## src/rtl/trap_sequencer_pkg.sv

```systemverilog
// Shared encodings for the trap sequencer: trap_status codes, mcause values,
// machine-mode CSR addresses and FSM state encoding.
package trap_sequencer_pkg;

  localparam logic [2:0] TS_NONE      = 3'b000;
  localparam logic [2:0] TS_ECALL     = 3'b001;
  localparam logic [2:0] TS_EBREAK    = 3'b010;
  localparam logic [2:0] TS_MRET      = 3'b011;
  localparam logic [2:0] TS_MIS_INSTR = 3'b100;
  localparam logic [2:0] TS_MIS_LOAD  = 3'b101;
  localparam logic [2:0] TS_MIS_STORE = 3'b110;
  localparam logic [2:0] TS_ILLEGAL   = 3'b111;

  localparam logic [3:0] CAUSE_MIS_INSTR = 4'd0;
  localparam logic [3:0] CAUSE_ILLEGAL   = 4'd2;
  localparam logic [3:0] CAUSE_EBREAK    = 4'd3;
  localparam logic [3:0] CAUSE_MIS_LOAD  = 4'd4;
  localparam logic [3:0] CAUSE_MIS_STORE = 4'd6;
  localparam logic [3:0] CAUSE_ECALL     = 4'd11;

  localparam logic [11:0] CSR_MTVEC  = 12'h305;
  localparam logic [11:0] CSR_MEPC   = 12'h341;
  localparam logic [11:0] CSR_MCAUSE = 12'h342;
  localparam logic [11:0] CSR_MTVAL  = 12'h343;

  typedef enum logic [2:0] {
    ST_IDLE,
    ST_STANDBY,
    ST_W_MEPC,
    ST_W_MCAUSE,
    ST_W_MTVAL,
    ST_R_MTVEC,
    ST_R_MEPC,
    ST_REDIRECT
  } state_t;

endpackage

```

## src/rtl/trap_cause_encoder.sv

```systemverilog
// Combinational decode of trap_status into mcause value and sequencing flags.
// Zero latency; no flow control.
module trap_cause_encoder
  import trap_sequencer_pkg::*;
(
  input  logic [2:0] status_i,
  output logic [3:0] cause_o,
  output logic       needs_standby_o,
  output logic       is_misaligned_o
);

  always_comb begin
    cause_o         = 4'd0;
    needs_standby_o = 1'b0;
    is_misaligned_o = 1'b0;
    case (status_i)
      TS_ECALL:     begin cause_o = CAUSE_ECALL;     needs_standby_o = 1'b1; end
      TS_EBREAK:    begin cause_o = CAUSE_EBREAK;    needs_standby_o = 1'b1; end
      TS_MRET:      needs_standby_o = 1'b1;
      TS_MIS_INSTR: begin cause_o = CAUSE_MIS_INSTR; is_misaligned_o = 1'b1; end
      TS_MIS_LOAD:  begin cause_o = CAUSE_MIS_LOAD;  is_misaligned_o = 1'b1; end
      TS_MIS_STORE: begin cause_o = CAUSE_MIS_STORE; is_misaligned_o = 1'b1; end
      TS_ILLEGAL:   begin cause_o = CAUSE_ILLEGAL;   needs_standby_o = 1'b1; end
      default:      ;
    endcase
  end

endmodule

```

## src/rtl/trap_sequencer.sv

```systemverilog
// Trap entry/return sequencer: drain, CSR writes/reads over a ready-gated port, then redirect + flush.
// Optional trap_count output enabled by defining TRAP_COUNTER_EN.
module trap_sequencer
  import trap_sequencer_pkg::*;
#(
  parameter int XLEN         = 32,
  parameter int DRAIN_CYCLES = 2
) (
  input  logic            clk,
  input  logic            reset_n,
  input  logic [2:0]      trap_status,
  input  logic [XLEN-1:0] trap_pc,
  input  logic [XLEN-1:0] trap_addr,
  input  logic            csr_ready,
  input  logic [XLEN-1:0] csr_read_data,
  output logic            csr_write_enable,
  output logic            csr_read_enable,
  output logic [11:0]     csr_address,
  output logic [XLEN-1:0] csr_write_data,
  output logic            trap_done,
  output logic            standby_mode,
  output logic            pth_done_flush,
  output logic            trap_redirect,
  output logic [XLEN-1:0] trap_target
`ifdef TRAP_COUNTER_EN
  ,
  output logic [31:0]     trap_count
`endif
);

  state_t          state_q, state_d;
  logic [3:0]      cnt_q, cnt_d;
  logic            mret_q, mret_d;
  logic [3:0]      cause_q, cause_d;
  logic [XLEN-1:0] pc_q, pc_d;
  logic [XLEN-1:0] mtval_q, mtval_d;
  logic [XLEN-1:0] target_q, target_d;

  logic [3:0] enc_cause;
  logic       enc_standby;
  logic       enc_misaligned;

  trap_cause_encoder u_enc (
    .status_i        (trap_status),
    .cause_o         (enc_cause),
    .needs_standby_o (enc_standby),
    .is_misaligned_o (enc_misaligned)
  );

  always_comb begin
    state_d  = state_q;
    cnt_d    = cnt_q;
    mret_d   = mret_q;
    cause_d  = cause_q;
    pc_d     = pc_q;
    mtval_d  = mtval_q;
    target_d = target_q;
    case (state_q)
      ST_IDLE: begin
        if (trap_status != TS_NONE) begin
          mret_d  = (trap_status == TS_MRET);
          cause_d = enc_cause;
          pc_d    = trap_pc;
          mtval_d = enc_misaligned ? trap_addr : '0;
          if (enc_standby) begin
            state_d = ST_STANDBY;
            cnt_d   = 4'(DRAIN_CYCLES);
          end else begin
            state_d = ST_W_MEPC;
          end
        end
      end
      ST_STANDBY: begin
        cnt_d = cnt_q - 4'd1;
        if (cnt_q == 4'd1) state_d = mret_q ? ST_R_MEPC : ST_W_MEPC;
      end
      ST_W_MEPC:   if (csr_ready) state_d = ST_W_MCAUSE;
      ST_W_MCAUSE: if (csr_ready) state_d = ST_W_MTVAL;
      ST_W_MTVAL:  if (csr_ready) state_d = ST_R_MTVEC;
      ST_R_MTVEC: begin
        // Direct mode only: the vector mode bits are dropped from the base.
        if (csr_ready) begin
          state_d  = ST_REDIRECT;
          target_d = {csr_read_data[XLEN-1:2], 2'b00};
        end
      end
      ST_R_MEPC: begin
        if (csr_ready) begin
          state_d  = ST_REDIRECT;
          target_d = csr_read_data;
        end
      end
      ST_REDIRECT: state_d = ST_IDLE;
      default:     state_d = ST_IDLE;
    endcase
  end

  always_ff @(posedge clk or negedge reset_n) begin
    if (!reset_n) begin
      state_q  <= ST_IDLE;
      cnt_q    <= 4'd0;
      mret_q   <= 1'b0;
      cause_q  <= 4'd0;
      pc_q     <= '0;
      mtval_q  <= '0;
      target_q <= '0;
    end else begin
      state_q  <= state_d;
      cnt_q    <= cnt_d;
      mret_q   <= mret_d;
      cause_q  <= cause_d;
      pc_q     <= pc_d;
      mtval_q  <= mtval_d;
      target_q <= target_d;
    end
  end

  always_comb begin
    csr_write_enable = 1'b0;
    csr_read_enable  = 1'b0;
    csr_address      = 12'h000;
    csr_write_data   = '0;
    case (state_q)
      ST_W_MEPC: begin
        csr_write_enable = 1'b1;
        csr_address      = CSR_MEPC;
        csr_write_data   = pc_q;
      end
      ST_W_MCAUSE: begin
        csr_write_enable = 1'b1;
        csr_address      = CSR_MCAUSE;
        csr_write_data   = {{(XLEN-4){1'b0}}, cause_q};
      end
      ST_W_MTVAL: begin
        csr_write_enable = 1'b1;
        csr_address      = CSR_MTVAL;
        csr_write_data   = mtval_q;
      end
      ST_R_MTVEC: begin
        csr_read_enable = 1'b1;
        csr_address     = CSR_MTVEC;
      end
      ST_R_MEPC: begin
        csr_read_enable = 1'b1;
        csr_address     = CSR_MEPC;
      end
      default: ;
    endcase
  end

  assign trap_done      = (state_q == ST_IDLE) || (state_q == ST_REDIRECT);
  assign standby_mode   = (state_q == ST_STANDBY);
  assign trap_redirect  = (state_q == ST_REDIRECT);
  assign pth_done_flush = (state_q == ST_REDIRECT);
  assign trap_target    = target_q;

`ifdef TRAP_COUNTER_EN
  logic [31:0] count_q;

  // Only trap entries (redirect via mtvec) are counted; returns via mepc are not.
  always_ff @(posedge clk or negedge reset_n) begin
    if (!reset_n)                             count_q <= 32'd0;
    else if (state_q == ST_R_MTVEC && csr_ready) count_q <= count_q + 32'd1;
  end

  assign trap_count = count_q;
`endif

endmodule

```

## config.mk

```make
export PLATFORM = sky130hd
export DESIGN_NAME = trap_sequencer
export DESIGN_NICKNAME = d
export VERILOG_FILES = /design/src/rtl/trap_sequencer_pkg.sv /design/src/rtl/trap_cause_encoder.sv /design/src/rtl/trap_sequencer.sv
export SDC_FILE = /design/constraint.sdc
export NUM_CORES = 1
export LEC_CHECK = 0
export BUFFER_PORTS_ARGS = -buffer_cell sky130_fd_sc_hd__buf_2
export CORE_UTILIZATION = 40
export CTS_BUF_LIST = sky130_fd_sc_hd__clkbuf_8 sky130_fd_sc_hd__clkbuf_16
export DETAILED_ROUTE_END_ITERATION = 12
export PLACE_DENSITY = 0.68
export SYNTH_ARGS = -nofsm -noshare
export SYNTH_HDL_FRONTEND = slang
export SYNTH_SLANG_ARGS = --single-unit
```

## constraint.sdc

```tcl
create_clock -name clk -period 1.5 [get_ports clk]
set_input_delay 0.225 -clock clk [delete_from_list [all_inputs] [get_ports clk]]
set_output_delay 0.225 -clock clk [all_outputs]
set_load 0.005 [all_outputs]
```

* Word level (Yosys, flattened, before mapping)
Index checks and enable logic that the tools add are counted.
Word-level totals: register bits 108, input bits 102, output and inout port bits 82, logic and storage cells 69
Operators by class: add/subtract/negate cells 1, equality and inequality tests 24, mux-type cells 23, reductions and logical operators 14
Operators by type and width (number):
- two-way mux 32 bit | 3
- one-hot mux 32 bit (3 select lines) | 1
- one-hot mux 32 bit (2 select lines) | 1
- one-hot mux 10 bit (4 select lines) | 1
- equality test 3 bit, second input constant | 8
- two-way mux 3 bit | 7
- one-hot mux 3 bit (7 select lines) | 1
- one-hot mux 4 bit (5 select lines) | 1
- inequality test 2 bit, second input constant | 7
- equality test 3 x 2 -> 1 bit, second input constant | 4
- two-way mux 4 bit | 2
- one-hot mux 4 bit (2 select lines) | 1
- equality test 3 x 1 -> 1 bit, second input constant | 2
- AND reduction 3 bit | 2
- AND reduction 6 bit | 1
- OR reduction 3 bit | 2
- equality test 4 x 1 -> 1 bit, second input constant | 1
- two-way mux 1 bit | 4
- inequality test 2 x 1 -> 1 bit, second input constant | 2
- nonzero test 2 bit | 2
- OR reduction 2 bit | 2
- OR reduction 4 bit | 1
- subtractor 4 x 1 -> 4 bit, second input constant | 1
- logical NOT 3 bit | 1
- other kinds (4) | 4

* Longest topological paths before layout
Gate-level depths: netlist of the first run.
depth in word-level cells 6, gate-level depth with buffers 7, depth with buffers taken out 6

* By module
A second synthesis of the first run with hierarchy kept.
Unflattened totals: cells, all modules 425, area total of the unflattened synthesis 5084.9 um^2
Modules (own cells, without submodules):
- trap_sequencer | instances 1, cells each 416, area each 5031.1 um^2, sequential area each 2702.6 um^2
- trap_cause_encoder | instances 1, cells each 9, area each 53.8 um^2, sequential area each 0.0 um^2

* Worst setup path before layout of the first run
OpenSTA, ideal clock, no wires.
path kind flip-flop to flip-flop, start point register state_q[1], end point register state_q[0], setup time 0.125 ns, arrival time 1.451 ns, data required time 1.375 ns, path slack -0.076 ns, cell stages (with the launch flop) 5, path buffers 1, clock period less this slack 1.576 ns, cells stage by stage dfrtp_1 buf_2 or3b_4 o32ai_2 mux2_2
Between the ends: cells in the longest elaborated chain, start to end 4, elaborated cells between the ends (all ways) 17, classes of those cells eq/ne: 13; mux: 1; reduce/logical: 3
RTL lines:
- from (decl) | RTL line trap_sequencer.sv:31 | state_t state_q, state_d;
- from (signal assigned) | RTL line trap_sequencer.sv:108 | state_q <= state_d;
- equality test 3 bit | RTL line trap_sequencer.sv:58 | case (state_q)
- OR reduction 2 bit (no line)
- inequality test 2 x 1 -> 1 bit (no line)
- AND reduction 6 bit (no line)
Parallel ways exist; a longest one is shown, timed or not. A chain may end at the register's enable or synchronous reset.

* Worst setup path after layout of the first run
start point register state_q[0], end point output csr_write_data[21]
Between the ends: cells in the longest elaborated chain, start to end 2, elaborated cells between the ends (all ways) 4, classes of those cells eq/ne: 3; mux: 1
RTL lines:
- equality test 3 bit or equality test 3 x 2 -> 1 bit (tied branches) | RTL line trap_sequencer.sv:123 | case (state_q)
- one-hot mux 32 bit (3 select lines) * | RTL line trap_sequencer.sv:123
- to (decl) | RTL line trap_sequencer.sv:19 | output logic [XLEN-1:0] csr_write_data,
Mark *: on every way between the ends. The rest lies on a longest branch, timed or not.

==> flow_summary.yaml, run 1 <==
synthesis:
  yosys.area_share.adder_pct: 0.513
  ys_seq_elements: 108
  yosysSeqAreaShare_pct: 55.4
  syn_area_sq_mm: 0.00488
  synthCells: 456
  postSynthAreaPerCell_sq_um: 10.7
  synthArstFlopShare_pct: 100
  synth_top_family_by_area: "simple AND/OR/NAND/NOR gates"
  muxShareOfSynthArea_pct: 7.97
  synthSimpleGateAreaFrac_pct: 16.3
  synth_xor_xnor_area_share_pct: 0.538
  synth_edf_count: 0
  ys.warnings.count: 0
  synth_cell_types: 43
  synth-main-ff-cell: "dfrtp_1"
  synth_compound_area_share_pct: 13.3
critical_path:
  max_stage_delay_ns: 0.47
  crit_type: "register to output port"
  path_max_fanout: 8
  worstPathCellList: "nand2b_4 -> nor2_4 -> buf_12 -> clkbuf_16 -> a22o_1 -> buf_2"
  end_kind: "output port"
  cp.required_ns: 1.27
  crit_family: "flip-flops"
  cp_num_buf_inv: 3
  crit_path_top_delay_cell: "dfrtp_2"
  startpoint_type: "register"
  crit_arrival_ns: 1.66
grt:
  grt_overflow: 0
  grt_pass1_wl_mm: 21.7
  grt_max_degree: 48
  antenna_found_initial: 1
  track_usage_pct: 22.5
  grt_pass1_vias: 4258
sta:
  period_minus_slack_ns: 1.89
  finClkSkew_ns: 0.00483
  setup_tns_ns: -35.70
  final-hold-violation-count: 0
  whs_ns: 0.0683
  maxSlewViolCount: 0
  min_period_over_period_pct: 126
  rsz0062_at_grt: "true"
  setup_ws_ns: -0.389
  finalSetupViolations: 148
  fmax_mhz: 529
route:
  wl_per_cell_um: 17.0
  firstDrtPassIters: 4
  first_iter_violations: 169
  drc: 0
  avgViaCountPerCell: 5.13
  drtAntennaViolNets: 0
  dr_total_vias: 4262
  wirelength_mm: 14.1
floorplanning:
  die_x_um: 112
  rows: 39
  initial_core_util_pct: 41.8
  die-area_sq_mm: 0.0126
  ioPinCount: 184
  die_h_um: 112
  core_sq_mm: 0.0117
flow_run:
  cap_violations: 0
clocking:
  cts_tree: "built"
  cts_inserted_buffers: 9
  cts_root_buf: "clkbuf_16"
  ctsHtreeMaxLevel: 3
  clock_path_buffers: 2
  clkLatencyLatePin_ns: 0.35
  clk_pin_slew_ns: 0.07
  cts_sinks: 108
finish:
  antenna_cells: 0
  area_delta_synth_final_pct: 49.3
  fin_nets: 786
  final_cells: 830
  layout-drive-gt1-share_pct: 54.7
  design_area_sq_mm: 0.00729
placed_design:
  placed_cell_area_sq_mm: 0.00616
  portBuffers: 177
  pre_cts_ws_ns: -0.203
  gp_congestion: 0.808
  dp.cells: 781
  dp_hpwl_mm: 8.61
pwr:
  power_density_mw_per_mm2: 2100
  peakVddDrop_mv: 0.951
  total_leakage_power_uw: 0.00374
run_status:
  violations: "negative setup slack"
  status: "finished with violations"
hold_path:
  hold_class: "input port to register"
[cell usage in the layout, fill, tap and decap left out, types with 2 or more instances in the layout]
cell type	Yosys	final
buf_2	17	175
dfrtp_1	108	105
nand2_1	133	93
a22o_1	50	50
nand2_2	0	38
buf_4	16	36
mux2_2	27	26
buf_12	0	16
buf_6	5	15
clkbuf_16	0	11
nand3_2	0	10
nor2_1	14	7
o21ai_1	1	6
a21oi_1	6	6
conb_1	1	6
nor2_4	0	5
buf_16	0	5
inv_1	5	4
mux2i_1	4	4
mux2_1	4	4
o21ai_0	11	4
nand2b_4	0	3
nor3_4	2	3
nor2b_1	3	3
clkinvlp_4	0	3
dfrtp_2	0	3
and2_4	0	2
xor2_1	2	2
and3_4	0	2
nor2_2	0	2
a41oi_1	2	2
a21o_1	2	2
o22a_1	2	2
nand2_4	0	2
ha_1	2	2
inv_6	0	2
[sequential cells by signal (all words and copies together) (netlist names)]
| name | count |
|---|---|
| pc_q | 32 |
| trap_target | 32 |
| mtval_q | 32 |
| state_q | 3 |
| cnt_q | 4 |
| cause_q | 4 |
| mret_q | 1 |
[per-layer routing]
layer	vias to the layer above	global-route usage, %	share of wire, %
li1	2004	-	-
met1	2066	28.1	43
met2	163	37.8	48
met3	27	5.78	6.3
met4	2	8.00	2.3
met5	-	0	0.078
[kinds of logic (layout without fill, tap and decap cells)]
kind of cell,after synthesis,after routing
and+or+nand+nor,180,180
DFF,108,108
AOI/OAI and AO/OA,81,81
buffers and inverters,46,272
muxes,35,35
xor gates and xnor gates,3,3
adders and majority gates,2,2
other,1,6
[layout make-up]
type / instances / area, sq um
flip-flops and latches: 108 / 2710
multi-input cells: 307 / 2220
repair buffers: 251 / 1870
well taps: 143 / 179
clock inverters: 7 / 75.1
clock buffers: 9 / 225
fillers: 918 / 4380
inverters: 5 / 18.8
[what timing repair did]
| item | in CTS | in global routing |
|---|---|---|
| gates resized for setup | 87 | 28 |
| hold buffers | 1 | 0 |
| endpoints found under the setup margin | 146 | 149 |
| pin swaps | 64 | 20 |
| cloned | 7 | 2 |
| hold endpoints to repair | 22 | 0 |
| setup buffers | 20 | 3 |
[power by group]
group	internal (uW)	total, uW	switching, uW
clock network	1300	2420	1110
registers	4330	5160	823
logic	4280	7690	3420
[path summary, 6_finish.rpt]
check	slack (ns)	cells after the start	to	startpoint
max in group asynchronous	0.62	3	mtval_q[11]	reset_n
hold reg to reg	0.48	2	pc_q[3]	pc_q[3]
min in group asynchronous	0.32	2	pc_q[24]	reset_n
setup / recovery	-0.39	6	csr_write_data[21]	state_q[0]
setup reg to reg	-0.33	9	mtval_q[0]	state_q[0]
hold / removal	0.07	3	pc_q[9]	trap_pc[9]
[metrics by stage]
step	util [%]	total power, uW
floorplan	-	8500
global placement	52.8	10700
detailed placement	52.8	10900
CTS	61.2	14800
global route	62.5	16200
finish	62.5	15300
[worst min-delay path, cell delays in order]
cell     delay (ns)
buf_2          0.08
nand2_2        0.04
nand2_1        0.04
[synthesized netlist by cell type, types with 2 or more instances]
master / instances / area (sq um)
a21o_1: 2 / 15.0
a21oi_1: 6 / 30.0
a22o_1: 50 / 438
a41oi_1: 2 / 17.5
and2_1: 3 / 18.8
and3_1: 3 / 18.8
buf_2: 17 / 85.1
buf_4: 16 / 120
buf_6: 5 / 56.3
clkbuf_1: 2 / 7.51
dfrtp_1: 108 / 2700
ha_1: 2 / 25.0
inv_1: 5 / 18.8
mux2_1: 4 / 45.0
mux2_2: 27 / 304
mux2i_1: 4 / 40.0
nand2_1: 133 / 499
nand2b_1: 4 / 25.0
nand3_1: 11 / 55.1
nor2_1: 14 / 52.6
nor2b_1: 3 / 18.8
nor3_4: 2 / 32.5
o21ai_0: 11 / 55.1
o22a_1: 2 / 17.5
xor2_1: 2 / 17.5
(Power assumes the default switching activity.)
==> run 2: changes to the inputs <==
--- a/config.mk
+++ b/config.mk
@@ -10,6 +10,7 @@
 export CTS_BUF_LIST = sky130_fd_sc_hd__clkbuf_8 sky130_fd_sc_hd__clkbuf_16
 export DETAILED_ROUTE_END_ITERATION = 12
 export PLACE_DENSITY = 0.68
+export SETUP_SLACK_MARGIN = 0.5
 export SYNTH_ARGS = -nofsm -noshare
 export SYNTH_HDL_FRONTEND = slang
 export SYNTH_SLANG_ARGS = --single-unit
==> flow_summary.yaml, run 2 (synthesized netlist as in run 1, its figures left out) <==
run_status:
  status: "finished with violations"
  violations: "negative setup slack"
critical_path:
  crit_arrival_ns: 1.72
  r2r-start: "state_q[0]"
  startpoint_type: "register"
  r2r_end: "cnt_q[1]"
  cp.required_ns: 1.27
  end_kind: "output port"
  endpoint: "trap_done"
  rr_worst_depth: 8
  path_max_fanout: 3
  rrSetupSlack_ns: -0.40
  crit_start: "state_q[0]"
  crit_type: "register to output port"
clocking:
  clock_path_buffers: 2
  clkLatencyLatePin_ns: 0.35
  cts_root_buf: "clkbuf_16"
  cts_inserted_buffers: 9
  ctsHtreeMaxLevel: 3
  cts_tree: "built"
  clk_pin_slew_ns: 0.07
  cts_sinks: 108
route:
  avgViaCountPerCell: 5.18
  maxUsedRoutingLayer: "met4"
  drc: 0
  wl_met1_mm: 6.70
  firstDrtPassIters: 5
  met2_length_mm: 8.00
  dr_total_vias: 4572
  wirelength_mm: 16.1
  first_iter_violations: 382
  drtAntennaViolNets: 0
  dr_wl_met3_mm: 1.14
  wl_per_cell_um: 18.2
pwr:
  combPwrFrac_pct: 57.3
  finalPower_uw: 17600
  netSwitchingFraction_pct: 34.1
  peakVddDrop_mv: 0.787
  power_frac_seq_pct: 29.6
  power_density_mw_per_mm2: 2160
  p_sw_uw: 6000
  total_leakage_power_uw: 0.00426
  clkPwrFrac_pct: 13.1
  internal_power_uw: 11600
sta:
  final-hold-violation-count: 0
  period_minus_slack_ns: 1.95
  finClkSkew_ns: 0.00930
  rsz0062_at_grt: "true"
  maxSlewViolCount: 0
  min_period_over_period_pct: 130
  setup_ws_ns: -0.448
  finalSetupViolations: 149
  fmax_mhz: 513
grt:
  grt_overflow: 0
  grt_pass1_vias: 4488
  antenna_found_initial: 0
  grt_max_degree: 37
  track_usage_pct: 24.2
  grt_pass1_wl_mm: 23.4
placed_design:
  dp_hpwl_mm: 8.50
  gp_congestion: 0.766
  pre_cts_ws_ns: -0.131
  dp.cells: 782
  portBuffers: 177
floorplanning:
  die_x_um: 112
  core_sq_mm: 0.0117
  die_h_um: 112
  die-area_sq_mm: 0.0126
  initial_core_util_pct: 41.8
  rows: 39
  ioPinCount: 184
finish:
  antenna_cells: 0
  mostFrequentLayoutCell: "buf_2"
  layout-drive-gt1-share_pct: 55.0
  fill_cells: 834
  area_delta_synth_final_pct: 66.8
  final_cells: 883
  fin_nets: 839
  layout_common_cells: "buf_2, nand2_1, dfrtp_1"
hold_path:
  hold_class: "input port to register"
flow_run:
  cap_violations: 0
## run 2: critical path: stages (launching register included)
cell	delay (ns)
dfrtp_1	0.40
buf_4	0.16
buf_6	0.12
or3_4	0.40
buf_6	0.13
nand2b_4	0.05
buf_2	0.11
## run 2: cell type report
cell class                      instances  area, sq um  share of cell area, %
Inverter                                5         21.3                  0.261
Timing Repair Buffer                  304         2640                   32.4
Multi-Input combinational cell        307         2320                   28.4
Tap cell                              143          179                   2.20
Clock buffer                           11          253                   3.10
Clock inverter                          5         28.8                  0.353
Sequential cell                       108         2710                   33.2
## run 2: worst min-delay path by stage
stage / from / endpoint / slack (ns) / cells past startpoint
finish: trap_pc[17] / pc_q[17] / 0.07 / 3
global route: trap_pc[18] / pc_q[18] / 0.06 / 3
CTS: trap_pc[10] / pc_q[10] / 0.06 / 3
detailed placement: reset_n / mtval_q[19] / 0.18 / 1
global placement: reset_n / mtval_q[18] / 0.18 / 1
floorplan: reset_n / cause_q[0] / -0.07 / 0
## run 2: repair_timing
action | in CTS | in global routing
pin swaps | 14 | 17
endpoints found under the setup margin | 184 | 184
hold buffers | 1 | 0
endpoints found under the hold margin | 26 | 0
cloned | 14 | 5
gates resized for setup | 95 | 34
buffers inserted | 33 | 32
## run 2: layer usage
layer,track usage (%),vias up
li1,-,2117
met3,5.94,26
met2,40.8,207
met1,31.0,2222
met5,0,-
met4,6.67,0
## run 2: per-stage QoR
stage / utilization, % / setup TNS, ns / hold WS (ns) / cell area (sq um)
CTS: 65.2 / -40.33 / 0.0604 / 7610
detailed placement: 53.8 / -8.04 / 0.183 / 6270
global route: 69.8 / -51.57 / 0.0619 / 8140
finish: 69.8 / -43.83 / 0.0669 / 8140
floorplan: - / -0.0243 / -0.0706 / 5070
global placement: 53.8 / -6.21 / 0.182 / 6270
## run 2: power by group through the flow
| stage | logic, uW | clock network [uW] | registers (uW) |
|---|---|---|---|
| 6_report | 10100 | 2300 | 5210 |
| 5_1_grt | 10700 | 2450 | 5360 |
| 4_1_cts | 8650 | 2300 | 5140 |
| 3_5_place_dp | 5930 | 0 | 5200 |
| 3_3_place_gp | 5790 | 0 | 5120 |
| 2_1_floorplan | 3750 | 0 | 5020 |
